==> src/rtl/bcd_to_bin_converter.sv <==
// Sequential BCD-to-binary converter (reverse double-dabble): one right shift of {D,B}
// per clock followed by a subtract-3 fix on every BCD digit, with start/busy/done handshake.
module bcd_to_bin_converter #(
   parameter int BIN_WIDTH = 6,
   parameter int DEC_WIDTH = 2
) (
   input  logic                   sys_clk,
   input  logic                   rst_n,
   input  logic                   start,
   input  logic [DEC_WIDTH*4-1:0] bcd_in,
   output logic                   busy,
   output logic                   done,
   output logic [BIN_WIDTH-1:0]   bin_out,
   output logic                   ovf,
   output logic                   err
);

   localparam int CW = $clog2(BIN_WIDTH + 1);
   localparam int DW = DEC_WIDTH * 4;

   typedef enum logic [0:0] {
      IDLE  = 1'b0,
      SHIFT = 1'b1
   } state_t;

   state_t               r_state, w_state_nxt;
   logic [DW-1:0]        r_d, w_d_nxt, w_d_shift, w_d_corr;
   logic [BIN_WIDTH-1:0] r_b, w_b_nxt, w_b_shift;
   logic [BIN_WIDTH:0]   w_db_cat;
   logic [CW-1:0]        r_cnt, w_cnt_nxt;
   logic                 r_e, w_e_nxt;
   logic                 w_last;
   logic                 r_busy, w_busy_nxt;
   logic                 r_done, w_done_nxt;
   logic [BIN_WIDTH-1:0] r_bin, w_bin_nxt;
   logic                 r_ovf, w_ovf_nxt;
   logic                 r_err, w_err_nxt;

   // A digit that received the shifted-in LSB of its upper neighbour reads 8+; subtract 3 to fold 8 back to 5.
   function automatic logic [3:0] digit_fix(input logic [3:0] dig);
      if (dig >= 4'd8) begin
         return dig - 4'd3;
      end else begin
         return dig;
      end
   endfunction

   function automatic logic any_bad_digit(input logic [DW-1:0] bcd);
      logic bad;
      bad = 1'b0;
      for (int i = 0; i < DEC_WIDTH; i++) begin
         bad = bad | (bcd[i*4 +: 4] > 4'd9);
      end
      return bad;
   endfunction

   assign w_db_cat  = {r_d[0], r_b};
   assign w_b_shift = w_db_cat[BIN_WIDTH:1];
   assign w_d_shift = r_d >> 1;
   assign w_last    = (r_cnt == CW'(BIN_WIDTH - 1));

   for (genvar g = 0; g < DEC_WIDTH; g++) begin : g_digit_fix
      assign w_d_corr[g*4 +: 4] = digit_fix(w_d_shift[g*4 +: 4]);
   end

   // Next-state and next-datapath logic; every register holds unless the state says otherwise.
   always_comb begin
      w_state_nxt = r_state;
      w_d_nxt     = r_d;
      w_b_nxt     = r_b;
      w_cnt_nxt   = r_cnt;
      w_e_nxt     = r_e;
      w_busy_nxt  = r_busy;
      w_done_nxt  = 1'b0;
      w_bin_nxt   = r_bin;
      w_ovf_nxt   = r_ovf;
      w_err_nxt   = r_err;
      case (r_state)
         IDLE: begin
            if (start) begin
               w_d_nxt     = bcd_in;
               w_b_nxt     = {BIN_WIDTH{1'b0}};
               w_cnt_nxt   = {CW{1'b0}};
               w_e_nxt     = any_bad_digit(bcd_in);
               w_busy_nxt  = 1'b1;
               w_state_nxt = SHIFT;
            end else begin
               w_state_nxt = IDLE;
            end
         end
         SHIFT: begin
            w_d_nxt   = w_d_corr;
            w_b_nxt   = w_b_shift;
            w_cnt_nxt = r_cnt + CW'(1);
            if (w_last) begin
               w_bin_nxt   = r_e ? {BIN_WIDTH{1'b0}} : w_b_shift;
               w_ovf_nxt   = r_e ? 1'b0 : (w_d_corr != {DW{1'b0}});
               w_err_nxt   = r_e;
               w_done_nxt  = 1'b1;
               w_busy_nxt  = 1'b0;
               w_state_nxt = IDLE;
            end else begin
               w_state_nxt = SHIFT;
            end
         end
         default: begin
            w_state_nxt = IDLE;
            w_busy_nxt  = 1'b0;
         end
      endcase
   end

   // State register.
   always_ff @(posedge sys_clk) begin
      if (!rst_n) begin
         r_state <= IDLE;
      end else begin
         r_state <= w_state_nxt;
      end
   end

   // Datapath and output registers.
   always_ff @(posedge sys_clk) begin
      if (!rst_n) begin
         r_d    <= {DW{1'b0}};
         r_b    <= {BIN_WIDTH{1'b0}};
         r_cnt  <= {CW{1'b0}};
         r_e    <= 1'b0;
         r_busy <= 1'b0;
         r_done <= 1'b0;
         r_bin  <= {BIN_WIDTH{1'b0}};
         r_ovf  <= 1'b0;
         r_err  <= 1'b0;
      end else begin
         r_d    <= w_d_nxt;
         r_b    <= w_b_nxt;
         r_cnt  <= w_cnt_nxt;
         r_e    <= w_e_nxt;
         r_busy <= w_busy_nxt;
         r_done <= w_done_nxt;
         r_bin  <= w_bin_nxt;
         r_ovf  <= w_ovf_nxt;
         r_err  <= w_err_nxt;
      end
   end

   assign busy    = r_busy;
   assign done    = r_done;
   assign bin_out = r_bin;
   assign ovf     = r_ovf;
   assign err     = r_err;

endmodule

==> config.mk <==
export PLATFORM = sky130hd
export DESIGN_NAME = bcd_to_bin_converter
export DESIGN_NICKNAME = d
export VERILOG_FILES = /design/src/rtl/bcd_to_bin_converter.sv
export SDC_FILE = /design/constraint.sdc
export NUM_CORES = 1
export LEC_CHECK = 0
export ABC_AREA = 0
export BUFFER_PORTS_ARGS = -buffer_cell sky130_fd_sc_hd__buf_4
export CORE_ASPECT_RATIO = 1.75
export CORE_MARGIN = 3
export CORE_UTILIZATION = 44
export CTS_BUF_LIST = sky130_fd_sc_hd__clkbuf_2 sky130_fd_sc_hd__clkbuf_4 sky130_fd_sc_hd__clkbuf_8
export CTS_CLUSTER_DIAMETER = 60
export DETAILED_ROUTE_END_ITERATION = 10
export PLACE_DENSITY = 0.73
export SYNTH_ARGS = -nofsm -noshare
export SYNTH_HDL_FRONTEND = slang
export SYNTH_SLANG_ARGS = --single-unit
export TNS_END_PERCENT = 30
==> constraint.sdc <==
create_clock -name sys_clk -period 2.5 [get_ports sys_clk]
set_input_delay 0.125 -clock sys_clk [delete_from_list [all_inputs] [get_ports sys_clk]]
set_output_delay 0.125 -clock sys_clk [all_outputs]
set_load 0.02 [all_outputs]
==> flow_metrics.env, run 1 <==
export IMPL_status="completed"
export IMPL_start_kind="register"
export IMPL_final_cell_count_no_fill=172
export IMPL_p_total_mw=0.846
export IMPL_vias_per_cell=5.58
export IMPL_cpMaxStageDelayCell="dfxtp_1"
export IMPL_dpl_cell_area_um2=1370
export IMPL_gp_congestion=0.731
export IMPL_worstMarginPinSlew_ns=0.350
export IMPL_drive_gt1_share_pct=17.8
export IMPL_final_core_utilization_pct=55.1
export IMPL_place_ws_ns=1.05
export IMPL_p_leak_nw=0.616
export IMPL_layout_setup_ws_ns=1.01
export IMPL_critPathBufInv=1
export IMPL_min_period_over_period_pct=59.8
export IMPL_wl_met2_um=1290
export IMPL_final_cell_mix="dfxtp_1 (28), buf_4 (21), nor2b_1 (12)"
export IMPL_drtAntennaViolNets=0
export IMPL_min_period_ns=1.49
export IMPL_numCtsBuffers=3
export IMPL_hold_buffers=0
export IMPL_antenna_found_initial=0
export IMPL_ioPinCount=21
export IMPL_crit_family="flip-flops"
export IMPL_insertion_delay_ns=0.27
export IMPL_ys_ff_latch=28
export IMPL_layout_nets=162
export IMPL_root_buffer="clkbuf_8"
export IMPL_drc=0
export IMPL_synth_area_per_cell_um2=9.39
export IMPL_maxCapViolations=0
export IMPL_wirelength_um=2390
export IMPL_cts_tree="done"
export IMPL_hp_class="in2reg"
export IMPL_fin_tns_setup_ns=0
export IMPL_fin_hold_ws_ns=0.142
export IMPL_critical_path_max_stage_delay_ns=0.45
export IMPL_cts_buffer_depth=2
export IMPL_crit_fanout=6
export IMPL_maxSlewHeadroom_pct=76.7
export IMPL_crit_path_end_kind="register"
export IMPL_post_cts_buffers=0
export IMPL_port_buffers=20
export IMPL_critPathArrivalTime_ns=1.67
export IMPL_crit_chain="inv_1, ha_1, nand3b_1, o21ai_0, nand3_1, a22o_1"
export IMPL_cts_clk_slew_worst_paths_ns=0.09
export IMPL_ys_warn_count=0
export IMPL_synthToLayoutAreaGrowth_pct=15.8
export IMPL_cts_resized=0
export IMPL_first_pass_iters=4
export IMPL_drt_wirelength_per_cell_um=13.9
export IMPL_final_max_slew_viol_count=0
export IMPL_diodes=0
export IMPL_grt_pass1_vias=957
export IMPL_highest_layer="met4"
export IMPL_track_usage_pct=14.9
export IMPL_vias=960
export IMPL_start_util_pct=47.6
export IMPL_required_ns=2.67
export IMPL_fin_skew_ns=0.00227
export IMPL_dieArea_um2=3490
export IMPL_detail_route_iter0_violations=10
export IMPL_hold_viol=0
export IMPL_mostFrequentLayoutCell="dfxtp_1"
export IMPL_synthesis_nets=146
export IMPL_cts_sinks=28
export IMPL_die_w_um=46.0
export IMPL_die_h_um=75.9
export IMPL_powerDensity_nw_per_um2=594
export IMPL_synth_seq_area_share_pct=45.6
export IMPL_rows=24
export IMPL_dp_cells=168
export IMPL_grt_overflow=0
export IMPL_setup_viol=0
export IMPL_grt_max_degree=33
export IMPL_netlist_instances=131
export IMPL_vdd_drop_max_mv=0.405
export IMPL_dpl_hpwl_um=1760
export IMPL_fmax_mhz=669
export IMPL_core_area_um2=2580
export IMPL_ys_types=27
export IMPL_grt_pass1_wl_um=4040
export IMPL_synth_area_um2=1230
export IMPL_wl_met3_um=82
export IMPL_h_tree_depth=1
export IMPL_met1Wirelength_um=967
export IMPL_critPathKind="reg2reg"
export IMPL_stdcell_area_um2=1420
export IMPL_rsz0062_at_grt="false"
registers in the layout, summed over array words and instances, names as in the netlist:
| register | flops |
|---|---|
| bin_out | 6 |
| busy | 1 |
| done | 1 |
| err | 1 |
| ovf | 1 |
| r_b | 5 |
| r_cnt | 3 |
| r_d | 8 |
| r_e | 1 |
| r_state | 1 |
logic make-up (layout without fill, tap and decap cells):
logic type      after synthesis  in the layout  share of synthesized area [%]
simple gates                 43             43                           19.7
compound gates               32             32                           17.2
flops                        28             28                           45.6
buf+inv                      14             29                           5.39
mux                           8              8                           6.61
fa+ha+maj                     4              4                           4.07
xor+xnor                      2              2                           1.42
tightest hold or removal path, stage by stage:
cell	delay, ns
buf_4	0.11
o21ai_0	0.07
a31oi_1	0.07
final cells by class:
class	instances	area [µm²]
Fill cell	246	1160
Sequential cell	28	561
Inverter	4	15.0
Multi-Input combinational cell	89	603
Clock buffer	4	55.1
Tap cell	26	32.5
Timing Repair Buffer	21	158
final timing paths:
check,start,end,slack (ns),cells after the start
min reg2reg,r_b[1],bin_out[0],0.47,1
min,bcd_in[3],r_e,0.14,3
max reg2reg,r_d[1],ovf,1.01,6
max,r_d[1],ovf,1.01,6
power by group:
| part | switching [mW] | leakage, nW | internal (mW) | total [mW] |
|---|---|---|---|---|
| sequential | 0.0150 | 0.228 | 0.461 | 0.476 |
| combinational | 0.0483 | 0.359 | 0.0456 | 0.0939 |
| clock | 0.136 | 0.0288 | 0.141 | 0.276 |
per-layer routing:
metal,vias up,GRT usage [%]
met4,0,5.98
met3,4,2.13
li1,476,-
met2,19,26.4
met5,-,0
met1,461,16.3
synthesized netlist by cell type:
master     n  area (µm²)
a21oi_1    6        30.0
a22o_1     7        61.3
a31oi_1    1        6.26
and2_1     6        37.5
and2b_1    1        7.51
buf_2      5        25.0
buf_4      2        15.0
clkbuf_1   3        11.3
dfxtp_1   28         561
ha_1       4        50.1
inv_1      4        15.0
mux2_2     1        11.3
mux2i_1    7        70.1
nand2_1   10        37.5
nand3_1    2        10.0
nand3b_1   1        7.51
nor2_1     2        7.51
nor2b_1   12        75.1
nor3_1     3        15.0
nor3b_1    6        45.0
o211a_1    3        30.0
o211ai_1   1        7.51
o21a_1     2        15.0
o21ai_0    7        35.0
o21ai_1    4        20.0
o22ai_1    1        6.26
xnor2_1    2        17.5
(Power assumes the default switching activity.)
==> inputs of run 2 (changes only) <==
Settings changed: ABC_AREA 0 to 1.
Clock period 2.5 ns to 1.4 ns, I/O delays scaled along.
==> flow_metrics.env, run 2 <==
export IMPL_cts_tree="done"
export IMPL_fin_skew_ns=0.00467
export IMPL_powerDensity_nw_per_um2=1060
export IMPL_highest_layer="met4"
export IMPL_synth_area_per_cell_um2=7.32
export IMPL_synthToLayoutAreaGrowth_pct=19.6
export IMPL_ys_warn_count=0
export IMPL_vias_per_cell=5.24
export IMPL_worstRegToRegCells=8
export IMPL_track_usage_pct=17.8
export IMPL_fin_tns_setup_ns=0
export IMPL_critical_path_max_stage_delay_ns=0.38
export IMPL_status="completed"
export IMPL_synth_area_um2=1180
export IMPL_grt_pass1_wl_um=4560
export IMPL_grt_max_degree=16
export IMPL_p_leak_nw=0.669
export IMPL_synth_commonest_cells="nand2_1 (57), dfxtp_1 (28), inv_1 (17), nor2_1 (12), o21ai_0 (9)"
export IMPL_maxSlewHeadroom_pct=70.1
export IMPL_final_cell_mix="nand2_1 (57), dfxtp_1 (28), buf_4 (21)"
export IMPL_async_reset_ff_share_pct=0
export IMPL_largest_register_ffs=8
export IMPL_post_cts_buffers=0
export IMPL_setup_viol=0
export IMPL_drt_wirelength_per_cell_um=12.0
export IMPL_grt_overflow=0
export IMPL_cts_sinks=28
export IMPL_cpMaxStageDelayCell="dfxtp_1"
export IMPL_netlist_instances=161
export IMPL_worst_path_most_repeated_cell="nand2_1"
export IMPL_wl_met2_um=1300
export IMPL_crit_chain="inv_1, ha_1, nand2_1, nand2_1, nor2_1, nand3_1, nand2_1, nand2_1"
export IMPL_synthesis_nets=176
export IMPL_port_buffers=20
export IMPL_start_kind="register"
export IMPL_synth_seq_area_share_pct=47.6
export IMPL_numCtsBuffers=3
export IMPL_layout_nets=199
export IMPL_drive_gt1_share_pct=16.9
export IMPL_root_buffer="clkbuf_8"
export IMPL_ioPinCount=21
export IMPL_rows=24
export IMPL_dieArea_um2=3360
export IMPL_p_int_mw=1.13
export IMPL_insertion_delay_ns=0.27
export IMPL_min_period_over_period_pct=89.4
export IMPL_hold_buffers=0
export IMPL_die_h_um=74.5
export IMPL_vdd_drop_max_mv=0.722
export IMPL_critPathArrivalTime_ns=1.43
export IMPL_critical_path_depth=8
export IMPL_vias=1095
export IMPL_antenna_found_initial=0
export IMPL_synth_flop_cell="dfxtp_1"
export IMPL_multi_input_area_um2=533
export IMPL_detail_route_iter0_violations=43
export IMPL_final_max_slew_viol_count=0
export IMPL_wl_met3_um=120
export IMPL_die_w_um=45.1
export IMPL_drc=0
export IMPL_worstMarginPinSlew_ns=0.448
export IMPL_cts_buffer_depth=2
export IMPL_synth_area_leaders="dfxtp_1 (48%), nand2_1 (18%), inv_1 (5.4%), ha_1 (4.2%), o21ai_0 (3.8%)"
export IMPL_gp_congestion=0.802
export IMPL_power_switching_mw=0.361
export IMPL_ys_ff_latch=28
export IMPL_required_ns=1.58
export IMPL_fillCellCount=263
export IMPL_maxCapViolations=0
export IMPL_crit_fanout=4
export IMPL_hold_viol=0
export IMPL_core_area_um2=2520
export IMPL_hp_class="in2reg"
export IMPL_diodes=0
export IMPL_rsz0062_at_grt="false"
export IMPL_fmax_mhz=799
export IMPL_synth_top_area_share_pct=47.6
export IMPL_seqCellArea_um2=561
export IMPL_first_pass_iters=4
export IMPL_worstHoldPathCells=3
export IMPL_start_util_pct=46.7
export IMPL_h_tree_depth=1
export IMPL_synth_area_leader_cell="dfxtp_1"
export IMPL_fin_hold_ws_ns=0.0695
export IMPL_yosysMostFrequentCell="nand2_1"
export IMPL_p_seq_share_pct=56.7
export IMPL_mostFrequentLayoutCell="nand2_1"
export IMPL_critPathBufInv=1
export IMPL_cts_clk_slew_worst_paths_ns=0.09
export IMPL_cts_resized=0
export IMPL_ys_types=22
export IMPL_crit_family="simple AND/OR/NAND/NOR gates"
export IMPL_p_clk_share_pct=32.7
export IMPL_grt_pass1_vias=1084
export IMPL_crit_path_end_kind="register"
export IMPL_regMostFlops="r_d"
export IMPL_swShare_pct=24.1
export IMPL_wirelength_um=2510
export IMPL_drtAntennaViolNets=0
export IMPL_dpl_hpwl_um=1890
export IMPL_critPathKind="reg2reg"
export IMPL_synth_edff_count=0
export IMPL_combPwrFrac_pct=10.6
export IMPL_min_period_ns=1.25
export IMPL_met1Wirelength_um=1040
## run 2: final cells by class
cell class,count,share of cell area [%]
sequential,28,39.8
inverter,19,5.06
timing repair buffer,21,11.2
clock buffer,4,3.90
multi-input combinational,111,37.8
tap,26,2.31
## run 2: logic make-up after synthesis
family | after synthesis | synth area share [%]
compound gates | 23 | 10.7
fa+ha+maj | 4 | 4.25
buf+inv | 22 | 7.22
flops | 28 | 47.6
simple gates | 84 | 30.3
## run 2: final timing paths
check	end	slack, ns	start
worst max-delay path	ovf	0.15	r_d[1]
worst max register to register	ovf	0.15	r_d[1]
worst min-delay path	r_d[0]	0.07	bcd_in[0]
worst min register to register	bin_out[3]	0.45	r_b[4]
## run 2: worst reg2reg max path, stage by stage, from the launching register on
cell,delay (ns)
dfxtp_1,0.38
inv_1,0.09
ha_1,0.29
nand2_1,0.06
nand2_1,0.07
nor2_1,0.10
nand3_1,0.07
nand2_1,0.06
nand2_1,0.04
## run 2: power groups by stage
stage          sequential [mW]  clock (mW)  combinational [mW]
2_1_floorplan            0.862           0               0.101
3_3_place_gp             0.864           0               0.155
3_5_place_dp             0.865           0               0.159
4_1_cts                  0.847       0.505               0.160
5_1_grt                  0.852       0.542               0.184
6_report                 0.847       0.489               0.159
## run 2: through the flow
step	utilization, %	setup WS [ns]	area, µm²	instances	power, mW
after global routing	55.9	0.00103	1410	209	1.58
final	55.9	0.148	1410	209	1.50
after detailed placement	53.7	0.160	1360	205	1.02
after CTS	55.9	0.147	1410	209	1.51
after floorplan	-	0.247	1180	161	0.963
after global placement	53.7	0.207	1360	205	1.02
## run 2: routing by layer
metal	up-vias	global-route usage, %
met4	0	8.79
met2	28	31.7
li1	553	-
met1	508	19.7
met5	-	0
met3	6	2.66
==> inputs of run 3 (changes only) <==
Settings changed: REMOVE_ABC_BUFFERS from default to 1.
==> flow_metrics.env, run 3 (same netlist as run 2, synthesis figures left out) <==
export IMPL_vias=1095
export IMPL_detail_route_iter0_violations=28
export IMPL_start_util_pct=46.7
export IMPL_insertion_delay_ns=0.27
export IMPL_core_area_um2=2520
export IMPL_fillCellCount=245
export IMPL_wl_met3_um=123
export IMPL_vdd_drop_max_mv=0.581
export IMPL_drc=0
export IMPL_min_period_ns=1.28
export IMPL_root_buffer="clkbuf_8"
export IMPL_drt_wirelength_per_cell_um=12.4
export IMPL_worstReg2RegStart="r_state"
export IMPL_min_from="bcd_in[2]"
export IMPL_wl_met2_um=1460
export IMPL_powerDensity_nw_per_um2=1120
export IMPL_start_kind="register"
export IMPL_cts_clk_slew_worst_paths_ns=0.09
export IMPL_fmax_mhz=784
export IMPL_rsz0062_at_grt="true"
export IMPL_final_cell_count_no_fill=213
export IMPL_h_tree_depth=1
export IMPL_wirelength_um=2640
export IMPL_hold_viol=0
export IMPL_dpl_hpwl_um=2060
export IMPL_mostFrequentLayoutCell="nand2_1"
export IMPL_fin_tns_setup_ns=0
export IMPL_met1Wirelength_um=993
export IMPL_highest_layer="met4"
export IMPL_gp_congestion=0.834
export IMPL_grt_pass1_vias=1117
export IMPL_final_max_slew_viol_count=0
export IMPL_p_leak_nw=0.697
export IMPL_antenna_found_initial=0
export IMPL_grt_overflow=0
export IMPL_rows=24
export IMPL_port_buffers=20
export IMPL_die_h_um=74.5
export IMPL_min_period_over_period_pct=91.1
export IMPL_setup_viol=0
export IMPL_cts_sinks=28
export IMPL_drive_gt1_share_pct=19.8
export IMPL_final_cell_mix="nand2_1 (57), dfxtp_1 (26), buf_4 (25)"
export IMPL_maxCapViolations=0
export IMPL_critPathKind="reg2reg"
export IMPL_layout_nets=203
export IMPL_drtAntennaViolNets=0
export IMPL_regMostFlops="r_d"
export IMPL_vias_per_cell=5.14
export IMPL_critPathArrivalTime_ns=1.44
export IMPL_synthToLayoutAreaGrowth_pct=23.8
export IMPL_first_pass_iters=4
export IMPL_largest_register_ffs=8
export IMPL_die_w_um=45.1
export IMPL_dpl_cell_area_um2=1380
export IMPL_reg2reg_to="r_d[4]"
export IMPL_worstRegToRegCells=6
export IMPL_grt_pass1_wl_um=4460
export IMPL_required_ns=1.56
export IMPL_status="completed"
export IMPL_diodes=0
export IMPL_dieArea_um2=3360
export IMPL_cts_buffer_depth=2
export IMPL_crit_fanout=8
export IMPL_track_usage_pct=18.1
export IMPL_fin_skew_ns=0.00265
export IMPL_worstHoldPathCells=3
export IMPL_ioPinCount=21
export IMPL_numCtsBuffers=3
export IMPL_hp_class="in2reg"
export IMPL_stdcell_area_um2=1460
export IMPL_dp_cells=208
export IMPL_regToRegSetupSlack_ns=0.12
export IMPL_hold_buffers=0
export IMPL_cts_tree="done"
export IMPL_maxSlewHeadroom_pct=79.2
export IMPL_worstMarginPinSlew_ns=0.311
export IMPL_holdPathEnd="r_d[2]"
export IMPL_crit_path_end_kind="register"
export IMPL_grt_max_degree=17
-- run 3: cell types whose count changed in the layout (fill, tap and decap cells not counted) --
cell	change
buf_4	+4
dfxtp_1	-2
dfxtp_2	+2
bufinv_16	+1
clkbuf_8	-1
-- run 3: per-stage QoR --
step                      power [mW]  worst slack [ns]  utilization (%)  hold slack [ns]
after floorplan                0.957             0.240                -            0.168
after global placement          1.03             0.148             54.6            0.356
after detailed placement        1.03             0.104             54.6            0.363
after CTS                       1.65            0.0958             57.4           0.0770
after global routing            1.71          -0.00137             57.8           0.0838
final                           1.64             0.124             57.8           0.0742
-- run 3: timing repair --
| item | CTS | global route |
|---|---|---|
| hold endpoints to repair | 0 | 0 |
| gates resized for setup | 0 | 2 |
| endpoints found under the setup margin | 0 | 2 |
| buffers inserted | 0 | 1 |
-- run 3: area by class of cell --
| cell class | count | area, µm² | area share (%) |
|---|---|---|---|
| clock buffer | 3 | 41.3 | 2.83 |
| clock inverter | 1 | 30.0 | 2.06 |
| timing repair buffer | 25 | 188 | 12.9 |
| tap | 26 | 32.5 | 2.23 |
| inverter | 19 | 71.3 | 4.89 |
| multi-input combinational | 111 | 533 | 36.5 |
| sequential | 28 | 563 | 38.6 |
-- run 3: power by group --
part	total, mW	switching [mW]	internal (mW)
combinational	0.171	0.0997	0.0708
sequential	0.850	0.0279	0.822
clock	0.617	0.234	0.383
total	1.64	0.362	1.28
-- run 3: worst max-delay path, cell delays in order, from the launching register on --
cell and delay [ns]:
dfxtp_1 0.51, nor2_2 0.09, buf_4 0.17, nand2_1 0.07
o21ai_0 0.07, o21ai_0 0.19, inv_1 0.07
-- run 3: worst max path at each step --
stage / from / to / slack [ns] / depth (start not counted)
2_1_floorplan: r_state / r_d[6] / 0.24 / 7
3_3_place_gp: r_d[2] / ovf / 0.15 / 8
3_5_place_dp: r_d[1] / ovf / 0.10 / 8
4_1_cts: r_d[1] / ovf / 0.1 / 8
5_1_grt: r_cnt[0] / bin_out[3] / -0.001 / 5
6_report: r_state / r_d[4] / 0.12 / 6
-- run 3: layer usage --
| metal | vias up | track usage (%) |
|---|---|---|
| li1 | 558 | - |
| met1 | 500 | 18.3 |
| met2 | 30 | 33.1 |
| met3 | 7 | 3.63 |
| met4 | 0 | 9.45 |
| met5 | - | 0 |
